$ cat config.mk
export PLATFORM = sky130hd
export DESIGN_NAME = sar5_decimator
export DESIGN_NICKNAME = d
export VERILOG_FILES = /design/src/rtl/sar5_pkg.sv /design/src/rtl/sar5_result_fifo.sv /design/src/rtl/sar5_decimator.sv
export SDC_FILE = /design/constraint.sdc
export NUM_CORES = 1
export LEC_CHECK = 0
export ABC_AREA = 1
export CAP_MARGIN = 20
export CORE_AREA = 2 2 72 57
export CTS_CLUSTER_DIAMETER = 30
export DETAILED_ROUTE_END_ITERATION = 7
export DIE_AREA = 0 0 74 59
export HOLD_SLACK_MARGIN = 0.03
export PLACE_DENSITY = 0.84
export SLEW_MARGIN = 30
export SYNTH_ARGS = -nofsm -noshare
export SYNTH_HDL_FRONTEND = slang
export SYNTH_HIERARCHICAL = 1
export SYNTH_SLANG_ARGS = --single-unit
$ cat constraint.sdc
create_clock -name clk -period 2 [get_ports clk]
set_clock_uncertainty 0.15 [all_clocks]
set_input_delay 0.4 -clock clk [delete_from_list [all_inputs] [get_ports clk]]
set_output_delay 0.4 -clock clk [all_outputs]
set_load 0.1 [all_outputs]
$ cat src/rtl/sar5_pkg.sv
// Shared SAR frame definitions. The conversion controller and the decimator
// both import this package so that their phase counters count the same frame.
package sar5_pkg;

   localparam int CODE_W       = 5;
   localparam int CONV_CYCLES  = CODE_W + 1;
   localparam int PHASE_RELOAD = CODE_W;
   localparam int PHASE_W      = $clog2(CONV_CYCLES);

   typedef logic [PHASE_W-1:0] phase_t;

   // Bit width needed to index 'value' items, never less than one bit
   function automatic int clog2_min1(input int value);
      if (value <= 1) begin
         return 1;
      end else begin
         return $clog2(value);
      end
   endfunction

endpackage

$ cat src/rtl/sar5_result_fifo.sv
// Show-ahead result FIFO: the head entry is visible on rd_data whenever the
// FIFO is not empty. A push on a full FIFO is accepted only when a pop
// happens on the same edge; otherwise it is dropped (the caller flags it).
module sar5_result_fifo #(
   parameter int DATA_W = 7,
   parameter int DEPTH  = 2
) (
   input  logic              clk,
   input  logic              resetn,
   input  logic              push,
   input  logic [DATA_W-1:0] push_data,
   input  logic              pop,
   output logic              full,
   output logic              empty,
   output logic [DATA_W-1:0] rd_data
);
   import sar5_pkg::*;

   localparam int PTR_W = clog2_min1(DEPTH);
   localparam int CNT_W = $clog2(DEPTH + 1);
   localparam logic [CNT_W-1:0] CNT_FULL = CNT_W'(DEPTH);

   logic [DATA_W-1:0] mem_r [DEPTH];
   logic [PTR_W-1:0]  wr_ptr_r;
   logic [PTR_W-1:0]  rd_ptr_r;
   logic [CNT_W-1:0]  count_r;
   logic              pop_ok_s;
   logic              push_ok_s;

   // Qualify requests: pop needs data, push needs room or a same-edge pop
   always_comb begin
      pop_ok_s  = 1'b0;
      push_ok_s = 1'b0;
      if (count_r != {CNT_W{1'b0}}) begin
         pop_ok_s = pop;
      end else begin
         pop_ok_s = 1'b0;
      end
      if ((count_r != CNT_FULL) || pop_ok_s) begin
         push_ok_s = push;
      end else begin
         push_ok_s = 1'b0;
      end
   end

   // Storage write; pointers wrap naturally because DEPTH is a power of two
   always_ff @(posedge clk or negedge resetn) begin
      if (!resetn) begin
         for (int i = 0; i < DEPTH; i++) begin
            mem_r[i] <= {DATA_W{1'b0}};
         end
         wr_ptr_r <= {PTR_W{1'b0}};
      end else if (push_ok_s) begin
         mem_r[wr_ptr_r] <= push_data;
         wr_ptr_r        <= wr_ptr_r + PTR_W'(1);
      end
   end

   // Read pointer advances on every accepted pop
   always_ff @(posedge clk or negedge resetn) begin
      if (!resetn) begin
         rd_ptr_r <= {PTR_W{1'b0}};
      end else if (pop_ok_s) begin
         rd_ptr_r <= rd_ptr_r + PTR_W'(1);
      end
   end

   // Occupancy: simultaneous push and pop leaves it unchanged
   always_ff @(posedge clk or negedge resetn) begin
      if (!resetn) begin
         count_r <= {CNT_W{1'b0}};
      end else begin
         case ({push_ok_s, pop_ok_s})
            2'b10:   count_r <= count_r + CNT_W'(1);
            2'b01:   count_r <= count_r - CNT_W'(1);
            default: count_r <= count_r;
         endcase
      end
   end

   assign full    = (count_r == CNT_FULL);
   assign empty   = (count_r == {CNT_W{1'b0}});
   assign rd_data = mem_r[rd_ptr_r];

endmodule

$ cat src/rtl/sar5_decimator.sv
// Oversampling decimator behind the 5-bit SAR controller. Tracks the SAR
// frame with its own phase counter, samples the final code at phase 0,
// sums 2**LOG2_AVG codes and queues each sum in a show-ahead result FIFO.
module sar5_decimator #(
   parameter int CODE_W     = sar5_pkg::CODE_W,
   parameter int LOG2_AVG   = 2,
   parameter int FIFO_DEPTH = 2
) (
   input  logic                       clk,
   input  logic                       resetn,
   input  logic [CODE_W-1:0]          sar_code,
   output logic [CODE_W+LOG2_AVG-1:0] data_out,
   output logic                       data_valid,
   input  logic                       data_ready,
   output logic                       overrun
);
   import sar5_pkg::*;

   localparam int SUM_W = CODE_W + LOG2_AVG;
   localparam int CNT_W = clog2_min1(2 ** LOG2_AVG);
   localparam int PH_W  = clog2_min1(CODE_W + 1);
   localparam logic [PH_W-1:0]  PH_RELOAD = PH_W'(CODE_W);
   localparam logic [CNT_W-1:0] CNT_LAST  = CNT_W'((2 ** LOG2_AVG) - 1);

   logic [PH_W-1:0]  phase_r;
   logic [SUM_W-1:0] acc_r;
   logic [CNT_W-1:0] sample_cnt_r;
   logic             overrun_r;

   logic             capture_s;
   logic             last_s;
   logic             pop_s;
   logic             drop_s;
   logic [SUM_W-1:0] sum_s;
   logic             fifo_full_s;
   logic             fifo_empty_s;
   logic [SUM_W-1:0] fifo_rd_data_s;

   // Capture decode, running sum and FIFO handshake terms
   always_comb begin
      capture_s = 1'b0;
      last_s    = 1'b0;
      sum_s     = acc_r + SUM_W'(sar_code);
      pop_s     = (~fifo_empty_s) & data_ready;
      if (phase_r == {PH_W{1'b0}}) begin
         capture_s = 1'b1;
      end else begin
         capture_s = 1'b0;
      end
      if (capture_s && (sample_cnt_r == CNT_LAST)) begin
         last_s = 1'b1;
      end else begin
         last_s = 1'b0;
      end
      drop_s = last_s & fifo_full_s & ~pop_s;
   end

   // Phase counter mirrors the SAR controller frame: CODE_W down to 0
   always_ff @(posedge clk or negedge resetn) begin
      if (!resetn) begin
         phase_r <= PH_RELOAD;
      end else if (phase_r == {PH_W{1'b0}}) begin
         phase_r <= PH_RELOAD;
      end else begin
         phase_r <= phase_r - PH_W'(1);
      end
   end

   // Accumulate captured codes; the last one of a group goes to the FIFO
   always_ff @(posedge clk or negedge resetn) begin
      if (!resetn) begin
         acc_r        <= {SUM_W{1'b0}};
         sample_cnt_r <= {CNT_W{1'b0}};
      end else if (capture_s) begin
         if (last_s) begin
            acc_r        <= {SUM_W{1'b0}};
            sample_cnt_r <= {CNT_W{1'b0}};
         end else begin
            acc_r        <= sum_s;
            sample_cnt_r <= sample_cnt_r + CNT_W'(1);
         end
      end
   end

   // Sticky flag for a result lost on a full FIFO
   always_ff @(posedge clk or negedge resetn) begin
      if (!resetn) begin
         overrun_r <= 1'b0;
      end else if (drop_s) begin
         overrun_r <= 1'b1;
      end
   end

   sar5_result_fifo #(
      .DATA_W (SUM_W),
      .DEPTH  (FIFO_DEPTH)
   ) u_fifo (
      .clk       (clk),
      .resetn    (resetn),
      .push      (last_s),
      .push_data (sum_s),
      .pop       (pop_s),
      .full      (fifo_full_s),
      .empty     (fifo_empty_s),
      .rd_data   (fifo_rd_data_s)
   );

   assign data_out   = fifo_rd_data_s;
   assign data_valid = ~fifo_empty_s;
   assign overrun    = overrun_r;

endmodule
==> impl_metrics.ini <==
[sta]
period_needed_ns = 1.87
max_slew_margin_pct = 73.2
report.final.slew_viol_count = 0
rsz0062_at_grt = no
post-route-period-util_pct = 93.6
max_freq_ghz = 0.534
hold_viol = 0
finalSetupViolations = 0
worst_slew_pin_slew_ns = 0.403
tns_ns = 0

[final_layout]
layout_commonest_cell = nand2_1
n_fill_cell = 283
final_nets = 273
regArea_sq_um = 779
final_cell_mix = 91 x nand2_1, 28 x dfrtp_1, 16 x inv_1
area_growth_pct = 30.1
n_antenna_cell = 0
drive_above_1_share_pct = 26.7
finish.utilization_pct = 65.2
multi_input_area_sq_um = 902
instances_no_fill = 310

[drt]
dr.pass1.iters = 5
wirelength_microns = 3660
drt_iter0_markers = 140
wl_per_cell_microns = 11.8
avgViaCountPerCell = 4.96
drt.antenna.violating_nets = 0
num_vias = 1539
drc = 0

[synthesis]
async_flop_share_pct = 100
synth_largest_area_cell = dfrtp_1
synth_seq_cells = 31
yosys-top-cells-area = dfrtp_1 40%, nand2_1 20%, nand4_1 5.2%, ha_1 4.9%, inv_1 4.8%
synth_compound_area_share_pct = 3.06
avgSynthCellArea_sq_um = 7.99
ys.warnings.count = 6
synth.area.mux_share_pct = 0
synth-seq-area-share_pct = 43.3
synth_top_family_by_area = simple AND/OR/NAND/NOR gates
synthFlopType = dfrtp_1
postSynthCellCount = 225
synth_top_area_share_pct = 40.4
synth_cell_types = 26
synth_xor_area_share_pct = 0.974
syn_area_sq_mm = 0.00180
synth-simple-area-share_pct = 37.0
synthAdderAreaFrac_pct = 5.98
synth_edf_count = 0
synth_nets = 241

[min_path]
worst_hold_path_type = flop to flop
min_path_cells = 1

[floorplan]
dieArea_sq_mm = 0.00437
ios = 17
die_w_microns = 74
core-area_sq_mm = 0.00359
rows = 19
initial_core_util_pct = 50.1
die_h_microns = 59

[critical_path]
startpoint_type = flop
crit_fanout = 3
critical_path_class = flop to flop
arrival_ns = 1.95
endpoint_kind = flop
worst-r2r-cell-count = 11
cp_data_required_time_ns = 2.08

[global_routing]
grt_start_max_net_pins = 32
met2_usage_pct = 30.2
grt_pass1_wl_microns = 6150
gr-total-overflow = 0
grt_usage_pct = 19.3
busiest_layer = met2
antenna_found_initial = 0
grtUsageMet3_pct = 4.59
grtUsageMet1_pct = 26.1
grt_pass1_vias = 1372

[placement]
io_buffer_count = 16
dp_cells = 301
globalplace.congestion = 0.928
dp_hpwl_microns = 2620

[clock_tree]
clock_latency_ns = 0.29
clock_path_buffers = 2
clock_sinks = 31
cts_root_buffer = clkbuf_8
h-tree-depth = 2
cts_made_buffers = 5
clk_pin_slew_ns = 0.06
cts_tree = built

[pwr]
leakagePower_nw = 1.19
power.density_mw_per_mm2 = 1600
peakVddDrop_v = 0.00101

[status]
status = completed

[job]
drv_cap = 0
[metrics by stage]
step / area, sq um / power [W] / setup WS, ns / hold slack [ns]
after floorplan: 1840 / 0.00238 / -0.267 / -0.0456
after global placement: 2190 / 0.00307 / -0.362 / 0.302
after detailed placement: 2190 / 0.00310 / -0.407 / 0.305
after CTS: 2330 / 0.00375 / 0.0556 / 0.320
after global routing: 2340 / 0.00395 / 0.0324 / 0.328
final: 2340 / 0.00374 / 0.129 / 0.319
[cells in the mapped netlist (3+ instances only)]
cell type / n
nand3_1: 14
ha_1: 7
nand4_1: 15
nor2_4: 3
o21ai_0: 4
dfrtp_1: 29
nand3_4: 3
inv_1: 23
inv_2: 5
and2_1: 4
nand2_1: 94
nor2_1: 5
[routing by layer]
metal	share of wire, %	vias up
li1	-	775
met1	45	710
met2	48	44
met3	4.5	10
met4	1.9	0
met5	0	-
[critical path, cell delays in order, from the launching register on]
cell and delay [ns]:
dfrtp_1 0.35, ha_2 0.19, inv_2 0.04, fa_2 0.40, inv_2 0.07, nand2_2 0.05, nand2_2 0.07, nand3_1 0.07
nand3_1 0.11, and2_4 0.15, nand4_1 0.09, nand2_1 0.08
[power breakdown]
group / switching [W] / internal (W)
Sequential: 0.000169 / 0.000806
Clock: 0.000236 / 0.000402
Combinational: 0.00139 / 0.000737
Total: 0.00179 / 0.00195
[repair_timing]
| item | 4_1_cts | 5_1_grt |
|---|---|---|
| pin swaps | 5 | 1 |
| cloned | 0 | 0 |
| hold buffers | 0 | 0 |
| buffers inserted | 1 | 0 |
| gates resized for setup | 8 | 5 |
| setup endpoints to repair | 4 | 7 |
[cell type report]
class,count,area share [%]
multi-input combinational,160,38.6
tap,52,2.78
timing repair buffer,31,15.6
inverter,28,4.76
sequential,31,33.3
clock inverter,2,1.50
clock buffer,6,3.53
[logic make-up (layout without fill, tap and decap cells)]
logic type	after synthesis	in the layout
compound gates	9	9
flops	31	31
xor+xnor	2	2
fa+ha+maj	8	8
buf+inv	34	67
simple gates	141	141
[state kept, by name (all words and copies together), names as in the netlist]
| signal | flops |
|---|---|
| acc_r | 7 |
| overrun | 1 |
| phase_r | 3 |
| sample_cnt_r | 2 |
| u_fifo/count_r | 2 |
| u_fifo/mem_r | 14 |
| u_fifo/rd_ptr_r | 1 |
| u_fifo/wr_ptr_r | 1 |
[final timing paths]
path                              endpoint       start  slack, ns
min reg2reg                     phase_r[0]  phase_r[0]       0.32
min                             phase_r[0]  phase_r[0]       0.32
max                        u_fifo/mem_r[6]    acc_r[0]       0.13
max in group asynchronous       phase_r[2]      resetn       1.02
max reg2reg                u_fifo/mem_r[6]    acc_r[0]       0.13
min in group asynchronous  u_fifo/mem_r[0]      resetn       0.36
(Power assumes the default switching activity.)
